[config.mk]
export PLATFORM = sky130hd
export DESIGN_NAME = rsa_modexp_core
export DESIGN_NICKNAME = d
export VERILOG_FILES = /design/src/rtl/rsa_pkg.sv /design/src/rtl/rsa_modmul.sv /design/src/rtl/rsa_modexp_core.sv
export SDC_FILE = /design/constraint.sdc
export NUM_CORES = 1
export LEC_CHECK = 0
export BUFFER_PORTS_ARGS = -buffer_cell sky130_fd_sc_hd__buf_2
export CAP_MARGIN = 20
export CORE_MARGIN = 4
export CORE_UTILIZATION = 40
export CTS_CLUSTER_SIZE = 40
export DETAILED_ROUTE_END_ITERATION = 8
export MAX_ROUTING_LAYER = met4
export PLACE_DENSITY = 0.65
export SYNTH_ARGS = -nofsm -noshare
export SYNTH_HDL_FRONTEND = slang
export SYNTH_SLANG_ARGS = --single-unit
[constraint.sdc]
create_clock -name clk -period 6 [get_ports clk]
set_input_delay 0.9 -clock clk [delete_from_list [all_inputs] [get_ports clk]]
set_output_delay 0.9 -clock clk [all_outputs]
set_load 0.01 [all_outputs]
[src/rtl/rsa_pkg.sv]
// Shared types and constants for the RSA modular-exponentiation core.
// Latency: n/a (declarations only).
// Backpressure: n/a.
package rsa_pkg;

    localparam int RSA_WIDTH_DEFAULT = 8;

    typedef enum logic [2:0] {
        IDLE,
        CHECK,
        SQUARE,
        MULT,
        NEXT,
        DONE
    } rsa_core_state_t;

endpackage

[src/rtl/rsa_modmul.sv]
// Bit-serial interleaved modular multiplier, result = a*b mod m (b < m).
// Latency: done high WIDTH cycles after start; result held until next start or clear.
// Backpressure: en=0 freezes every register; clr/rst clear the unit.
module rsa_modmul
    import rsa_pkg::*;
#(
    parameter int WIDTH = RSA_WIDTH_DEFAULT
) (
    input  logic             clk,
    input  logic             rst,
    input  logic             clr,
    input  logic             en,
    input  logic             start,
    input  logic [WIDTH-1:0] a,
    input  logic [WIDTH-1:0] b,
    input  logic [WIDTH-1:0] m,
    output logic [WIDTH-1:0] result,
    output logic             done
);

    localparam int CW = $clog2(WIDTH + 1);

    // One interleaved step: R = 2R + bit*b, then up to two subtractions of m.
    // With R < m and b < m the sum stays below 3m, which fits in WIDTH+2 bits.
    function automatic logic [WIDTH+1:0] mm_step(
        input logic [WIDTH+1:0] r,
        input logic             bit_i,
        input logic [WIDTH-1:0] bv,
        input logic [WIDTH-1:0] mv
    );
        logic [WIDTH+1:0] t;
        logic [WIDTH+1:0] mx;
        mx = {2'b00, mv};
        t  = (r << 1) + (bit_i ? {2'b00, bv} : '0);
        if (t >= mx) t = t - mx;
        if (t >= mx) t = t - mx;
        return t;
    endfunction

    logic [WIDTH+1:0] r_q;
    logic [WIDTH-1:0] a_sh;
    logic [WIDTH-1:0] b_q;
    logic [WIDTH-1:0] m_q;
    logic [CW-1:0]    cnt_q;
    logic             busy_q;

    // Operand capture on start, then one multiplier bit per enabled cycle, MSB first.
    always_ff @(posedge clk) begin
        if (rst || clr) begin
            r_q    <= '0;
            a_sh   <= '0;
            b_q    <= '0;
            m_q    <= '0;
            cnt_q  <= '0;
            busy_q <= 1'b0;
        end else if (en) begin
            if (start) begin
                // The start cycle already consumes a's MSB against the live inputs.
                r_q    <= mm_step('0, a[WIDTH-1], b, m);
                a_sh   <= {a[WIDTH-2:0], 1'b0};
                b_q    <= b;
                m_q    <= m;
                cnt_q  <= CW'(1);
                busy_q <= 1'b1;
            end else if (busy_q) begin
                if (cnt_q == CW'(WIDTH)) begin
                    busy_q <= 1'b0;
                end else begin
                    r_q   <= mm_step(r_q, a_sh[WIDTH-1], b_q, m_q);
                    a_sh  <= a_sh << 1;
                    cnt_q <= cnt_q + CW'(1);
                end
            end
        end
    end

    assign done   = busy_q && (cnt_q == CW'(WIDTH));
    assign result = r_q[WIDTH-1:0];

endmodule

[src/rtl/rsa_modexp_core.sv]
// Left-to-right square-and-multiply modular exponentiation, C = P^E mod M.
// Latency: eoc at go+2+sum over bits of (WIDTH+2)+E_i*(WIDTH+1) enabled cycles.
// Backpressure: en=0 freezes all state; rst_core_n=0 aborts. Option macro: RSA_SKIP_LEADING_ZEROS_EN.
module rsa_modexp_core
    import rsa_pkg::*;
#(
    parameter int WIDTH = RSA_WIDTH_DEFAULT
) (
    input  logic             clk,
    input  logic             rst,
    input  logic             en,
    input  logic             rst_core_n,
    input  logic [WIDTH-1:0] plaintext,
    input  logic [WIDTH-1:0] exponent,
    input  logic [WIDTH-1:0] modulus,
    output logic [WIDTH-1:0] ciphertext,
    output logic             eoc,
    output logic             err
);

    localparam int IW = (WIDTH > 1) ? $clog2(WIDTH) : 1;

    rsa_core_state_t state_q, state_n;

    logic [WIDTH-1:0] p_q, e_q, m_q, c_q;
    logic [IW-1:0]    idx_q;
    logic             err_q;
    logic             started_q;

    logic             mul_start;
    logic             mul_done;
    logic [WIDTH-1:0] mul_b;
    logic [WIDTH-1:0] mul_result;
    logic             op_bad;
    logic [IW-1:0]    nidx;
    logic             skip_sq;
    rsa_core_state_t  bit_entry;

    assign op_bad = (m_q < WIDTH'(2)) || (p_q >= m_q);
    assign mul_b  = (state_q == SQUARE) ? c_q : p_q;

    // Bit index the next SQUARE would operate on, and whether it can be skipped.
    assign nidx = (state_q == CHECK) ? idx_q : idx_q - IW'(1);
`ifdef RSA_SKIP_LEADING_ZEROS_EN
    assign skip_sq = ((e_q >> nidx) == '0);
`else
    assign skip_sq = 1'b0;
`endif
    assign bit_entry = skip_sq ? NEXT : SQUARE;

    rsa_modmul #(.WIDTH(WIDTH)) u_modmul (
        .clk    (clk),
        .rst    (rst),
        .clr    (!rst_core_n),
        .en     (en),
        .start  (mul_start),
        .a      (c_q),
        .b      (mul_b),
        .m      (m_q),
        .result (mul_result),
        .done   (mul_done)
    );

    // State register: hard reset and controller soft reset both return to IDLE.
    always_ff @(posedge clk) begin
        if (rst || !rst_core_n) begin
            state_q <= IDLE;
        end else if (en) begin
            state_q <= state_n;
        end
    end

    // Next-state decode.
    always_comb begin
        state_n = state_q;
        case (state_q)
            IDLE:    state_n = CHECK;
            CHECK:   begin
                if (op_bad || (e_q == '0)) state_n = DONE;
                else                       state_n = bit_entry;
            end
            SQUARE:  if (mul_done) state_n = e_q[idx_q] ? MULT : NEXT;
            MULT:    if (mul_done) state_n = NEXT;
            NEXT:    state_n = (idx_q == '0) ? DONE : bit_entry;
            DONE:    state_n = DONE;
            default: state_n = IDLE;
        endcase
    end

    // Outputs: multiplier kick on entry to SQUARE/MULT, results exposed only in DONE.
    always_comb begin
        mul_start  = ((state_q == SQUARE) || (state_q == MULT)) && !started_q;
        eoc        = (state_q == DONE);
        ciphertext = (state_q == DONE) ? c_q : '0;
        err        = (state_q == DONE) ? err_q : 1'b0;
    end

    // Datapath: operand latch at go, accumulator updates, bit index walk.
    always_ff @(posedge clk) begin
        if (rst || !rst_core_n) begin
            p_q       <= '0;
            e_q       <= '0;
            m_q       <= '0;
            c_q       <= '0;
            idx_q     <= '0;
            err_q     <= 1'b0;
            started_q <= 1'b0;
        end else if (en) begin
            case (state_q)
                IDLE: begin
                    p_q   <= plaintext;
                    e_q   <= exponent;
                    m_q   <= modulus;
                    c_q   <= WIDTH'(1);
                    idx_q <= IW'(WIDTH - 1);
                    err_q <= 1'b0;
                end
                CHECK: begin
                    if (op_bad) begin
                        c_q   <= '0;
                        err_q <= 1'b1;
                    end
                end
                SQUARE, MULT: begin
                    if (mul_start) started_q <= 1'b1;
                    if (mul_done) begin
                        c_q       <= mul_result;
                        started_q <= 1'b0;
                    end
                end
                NEXT: begin
                    if (idx_q != '0) idx_q <= idx_q - IW'(1);
                end
                default: ;
            endcase
        end
    end

endmodule

==> run_results.csv <==
group,metric,value,unit
run_status,status,"finished clean",
sta,worst_slew_pin_slew,0.850,ns
placement,hpwl,12.0,mm
setup_path,crit_required,6.22,ns
sta,maxSlewHeadroom,43.4,%
clock_network,cts-htree-levels,3,
setup_path,critPathSlowestCell,"dfxtp_1",
floorplanning,start_util,41.5,%
floorplanning,die_w,129,µm
hold_path,hold_end,"u_modmul.m_q[6]$_SDFFE_PP0P_",
setup_path,critPathMaxStageDelay,0.47,ns
detailed_routing,routed_wirelength,15.8,mm
detailed_routing,via_per_inst,5.55,
cells_and_area,area_growth,12.7,%
cells_and_area,nets,873,
setup_path,rr_worst_depth,26,
global_routing,grt_max_degree,71,
logic_synthesis,synthCells,758,
pwr,p_per_area,202,mW/mm²
logic_synthesis,syn-mean-instance-area,7.68,µm²
logic_synthesis,async_reset_ff_share,0,%
detailed_routing,via_count,5408,
clock_network,cts_made_buffers,9,
global_routing,grt_remaining_overflow,0,
floorplanning,die-area,0.0165,mm²
hold_path,holdPathStages,2,
setup_path,crit_type,"reg -> reg",
clock_network,clk_latency,0.34,ns
global_routing,antenna_found_initial,0,
logic_synthesis,ys_seq_elements,77,
floorplanning,num_rows,43,
placement,dpl_cell_area,0.00619,mm²
pwr,vdd_ir_drop_max,0.175,mV
logic_synthesis,synth-edff-count,0,
clock_network,cts_tree,"built",
floorplanning,core_area,0.0140,mm²
logic_synthesis,yosys.cell_types.count,69,
cells_and_area,design_area,0.00656,mm²
hold_path,min_from,"u_modmul.m_q[6]$_SDFFE_PP0P_",
floorplanning,io_pins,38,
sta,slew_viol_final,0,
logic_synthesis,synth-main-ff-cell,"dfxtp_1",
setup_path,critPathArrivalTime,5.82,ns
logic_synthesis,syn_area,0.00582,mm²
detailed_routing,detail_route.wl_per_cell,16.3,µm
cells_and_area,n_antenna_cell,0,
cells_and_area,drive_above_1_share,13.4,%
clock_network,path_clk_slew,0.07,ns
setup_path,endpoint_kind,"register",
setup_path,reg2reg_slack,0.40,ns
global_routing,track_usage,19.9,%
detailed_routing,antenna_left,0,
logic_synthesis,ys_warn_count,0,
pwr,finalPower,1.33,mW
pwr,leakage,2.62,nW
placement,place.gp.congestion,0.898,
setup_path,reg2reg_from,"state_q[1]$_SDFFE_PP0P_",
sta,hold_viol_final,0,
setup_path,crit_top_cell,"buf_4",
logic_synthesis,syn_nets,842,
sta,finalCriticalPeriod,5.60,ns
sta,max_freq,179,MHz
global_routing,grt_pass1_wl,26.0,mm
job,maxCapViolCount,0,
detailed_routing,drtIter0Drc,442,
global_routing,grt_pass1_vias,5128,
sta,skew,0.00796,ns
clock_network,ctsRootBufferMaster,"clkbuf_16",
setup_path,worstSetupStartpointType,"register",
logic_synthesis,seq_area_frac_synth,26.5,%
clock_network,cts_hold_buf,0,
hold_path,min_path_type,"reg -> reg",
sta,fin_crit_sh,93.3,%
placement,io_buffers,37,
detailed_routing,drc,0,
detailed_routing,drt-pass1-iter-count,5,
setup_path,r2r_end,"u_modmul.r_q[5]$_SDFFE_PP0P_",
floorplanning,fp.dieH,129,µm
clock_network,cts_buffer_depth,2,
setup_path,path_max_fanout,13,
sta,setup_violations,0,
clock_network,clock-sinks,77,
## metrics by stage
step / cells / setup slack, ns / hold WS [ns] / utilization, % / setup TNS [ns]
CTS: 971 / 0.0651 / 0.463 / 46.3 / 0
global route: 974 / -0.102 / 0.486 / 46.7 / -0.360
detailed placement: 955 / 0.221 / 0.454 / 44.1 / 0
global placement: 955 / 0.370 / 0.446 / 44.1 / 0
finish: 974 / 0.403 / 0.461 / 46.7 / 0
floorplan: 758 / 0.283 / 0.436 / - / 0
## synth_stat cells, drive strengths merged, types with 4 or more instances
master	instances	area (µm²)
nor4	4	25.0
clkbuf	27	105
a22oi	5	37.5
a311oi	8	70.1
inv	34	128
o31ai	5	42.5
a21o	5	37.5
nor3	21	126
dfxtp	77	1540
or2	8	50.1
o21a	8	60.1
xnor2	15	131
mux2i	13	130
nor2b	24	150
nor2	70	284
nand3	13	65.1
and2	10	62.6
a31oi	4	25.0
a211oi	15	113
nand2b	9	56.3
nand2	121	454
nand4	11	68.8
ha	51	638
mux2	9	101
fa	5	100
o41ai	4	53.8
a21oi	86	434
xor2	10	95.1
o21ai	29	145
and3	13	82.6
a221oi	4	35.0
## worst max-delay path by stage
stage / from / end / cells past startpoint
final: state_q[1]$_SDFFE_PP0P_ / u_modmul.r_q[5]$_SDFFE_PP0P_ / 26
after global routing: state_q[1]$_SDFFE_PP0P_ / u_modmul.r_q[4]$_SDFFE_PP0P_ / 26
after CTS: state_q[1]$_SDFFE_PP0P_ / u_modmul.r_q[2]$_SDFFE_PP0P_ / 25
after detailed placement: state_q[1]$_SDFFE_PP0P_ / u_modmul.r_q[2]$_SDFFE_PP0P_ / 25
after global placement: state_q[1]$_SDFFE_PP0P_ / u_modmul.r_q[2]$_SDFFE_PP0P_ / 25
after floorplan: state_q[1]$_SDFFE_PP0P_ / u_modmul.r_q[3]$_SDFFE_PP0P_ / 27
## cell usage in the layout (no fill, tap or decap), drive strengths merged, types with 3 or more instances in the layout
cell type,instances
nand2,121
a21oi,86
dfxtp,77
nor2,70
ha,51
buf,49
inv,37
o21ai,29
nor2b,24
nor3,21
xnor2,15
a211oi,15
nand3,13
mux2i,13
and3,13
nand4,11
and2,10
xor2,10
mux2,9
clkbuf,9
nand2b,9
o21a,8
a311oi,8
or2,8
a22oi,5
a21o,5
fa,5
o31ai,5
a31oi,4
nor4,4
a221oi,4
o41ai,4
o31a,3
o22ai,3
## report_power, final
part | switching [mW] | total [mW] | internal, mW
registers | 0.00846 | 0.527 | 0.519
clock network | 0.235 | 0.565 | 0.330
logic | 0.139 | 0.235 | 0.0964
total | 0.383 | 1.33 | 0.945
## cell type report
type / count / area [µm²]
Timing Repair Buffer: 49 / 283
Clock buffer: 9 / 225
Tap cell: 180 / 225
Multi-Input combinational cell: 618 / 4080
Inverter: 34 / 128
Fill cell: 1392 / 7480
Sequential cell: 77 / 1540
Clock inverter: 7 / 82.6
## kinds of logic after synthesis
kind of cell,Yosys count,share of synthesized area (%)
buffers and inverters,63,4.17
AO/OA/AOI/OAI,196,21.5
multiplexers,24,4.75
adder cells (fa/ha/maj),56,12.7
XOR/XNOR,25,3.89
AND/OR/NAND/NOR,317,26.6
flip-flops,77,26.5
## timing repair
action / CTS / global route
setup buffers: 0 / 2
gates resized for setup: 0 / 8
setup endpoints to repair: 0 / 9
## sequential cells by signal (all words and copies together), names as in the netlist, 3 cells and up
signal,cells
u_modmul.r_q,9
c_q,8
e_q,8
m_q,8
p_q,8
u_modmul.b_q,8
u_modmul.m_q,8
u_modmul.a_sh,7
u_modmul.cnt_q,4
idx_q,3
state_q,3
## critical path: cells and delay by family (launching register included)
family | cells | cell delay (ns)
compound gates | 9 | 1.67
fa+ha+maj | 3 | 1.01
buf+inv | 5 | 0.76
flops | 1 | 0.47
mux | 2 | 0.51
simple gates | 7 | 1.05
## routing by layer
| layer | track usage, % | wire, µm | vias up |
|---|---|---|---|
| met2 | 30.9 | 7200 | 165 |
| met1 | 27.7 | 7580 | 2454 |
| met5 | - | 0 | - |
| met3 | 2.70 | 808 | 25 |
| met4 | 4.01 | 251 | 0 |
| li1 | - | - | 2764 |
Note: power is estimated with default switching activity, not from simulation.
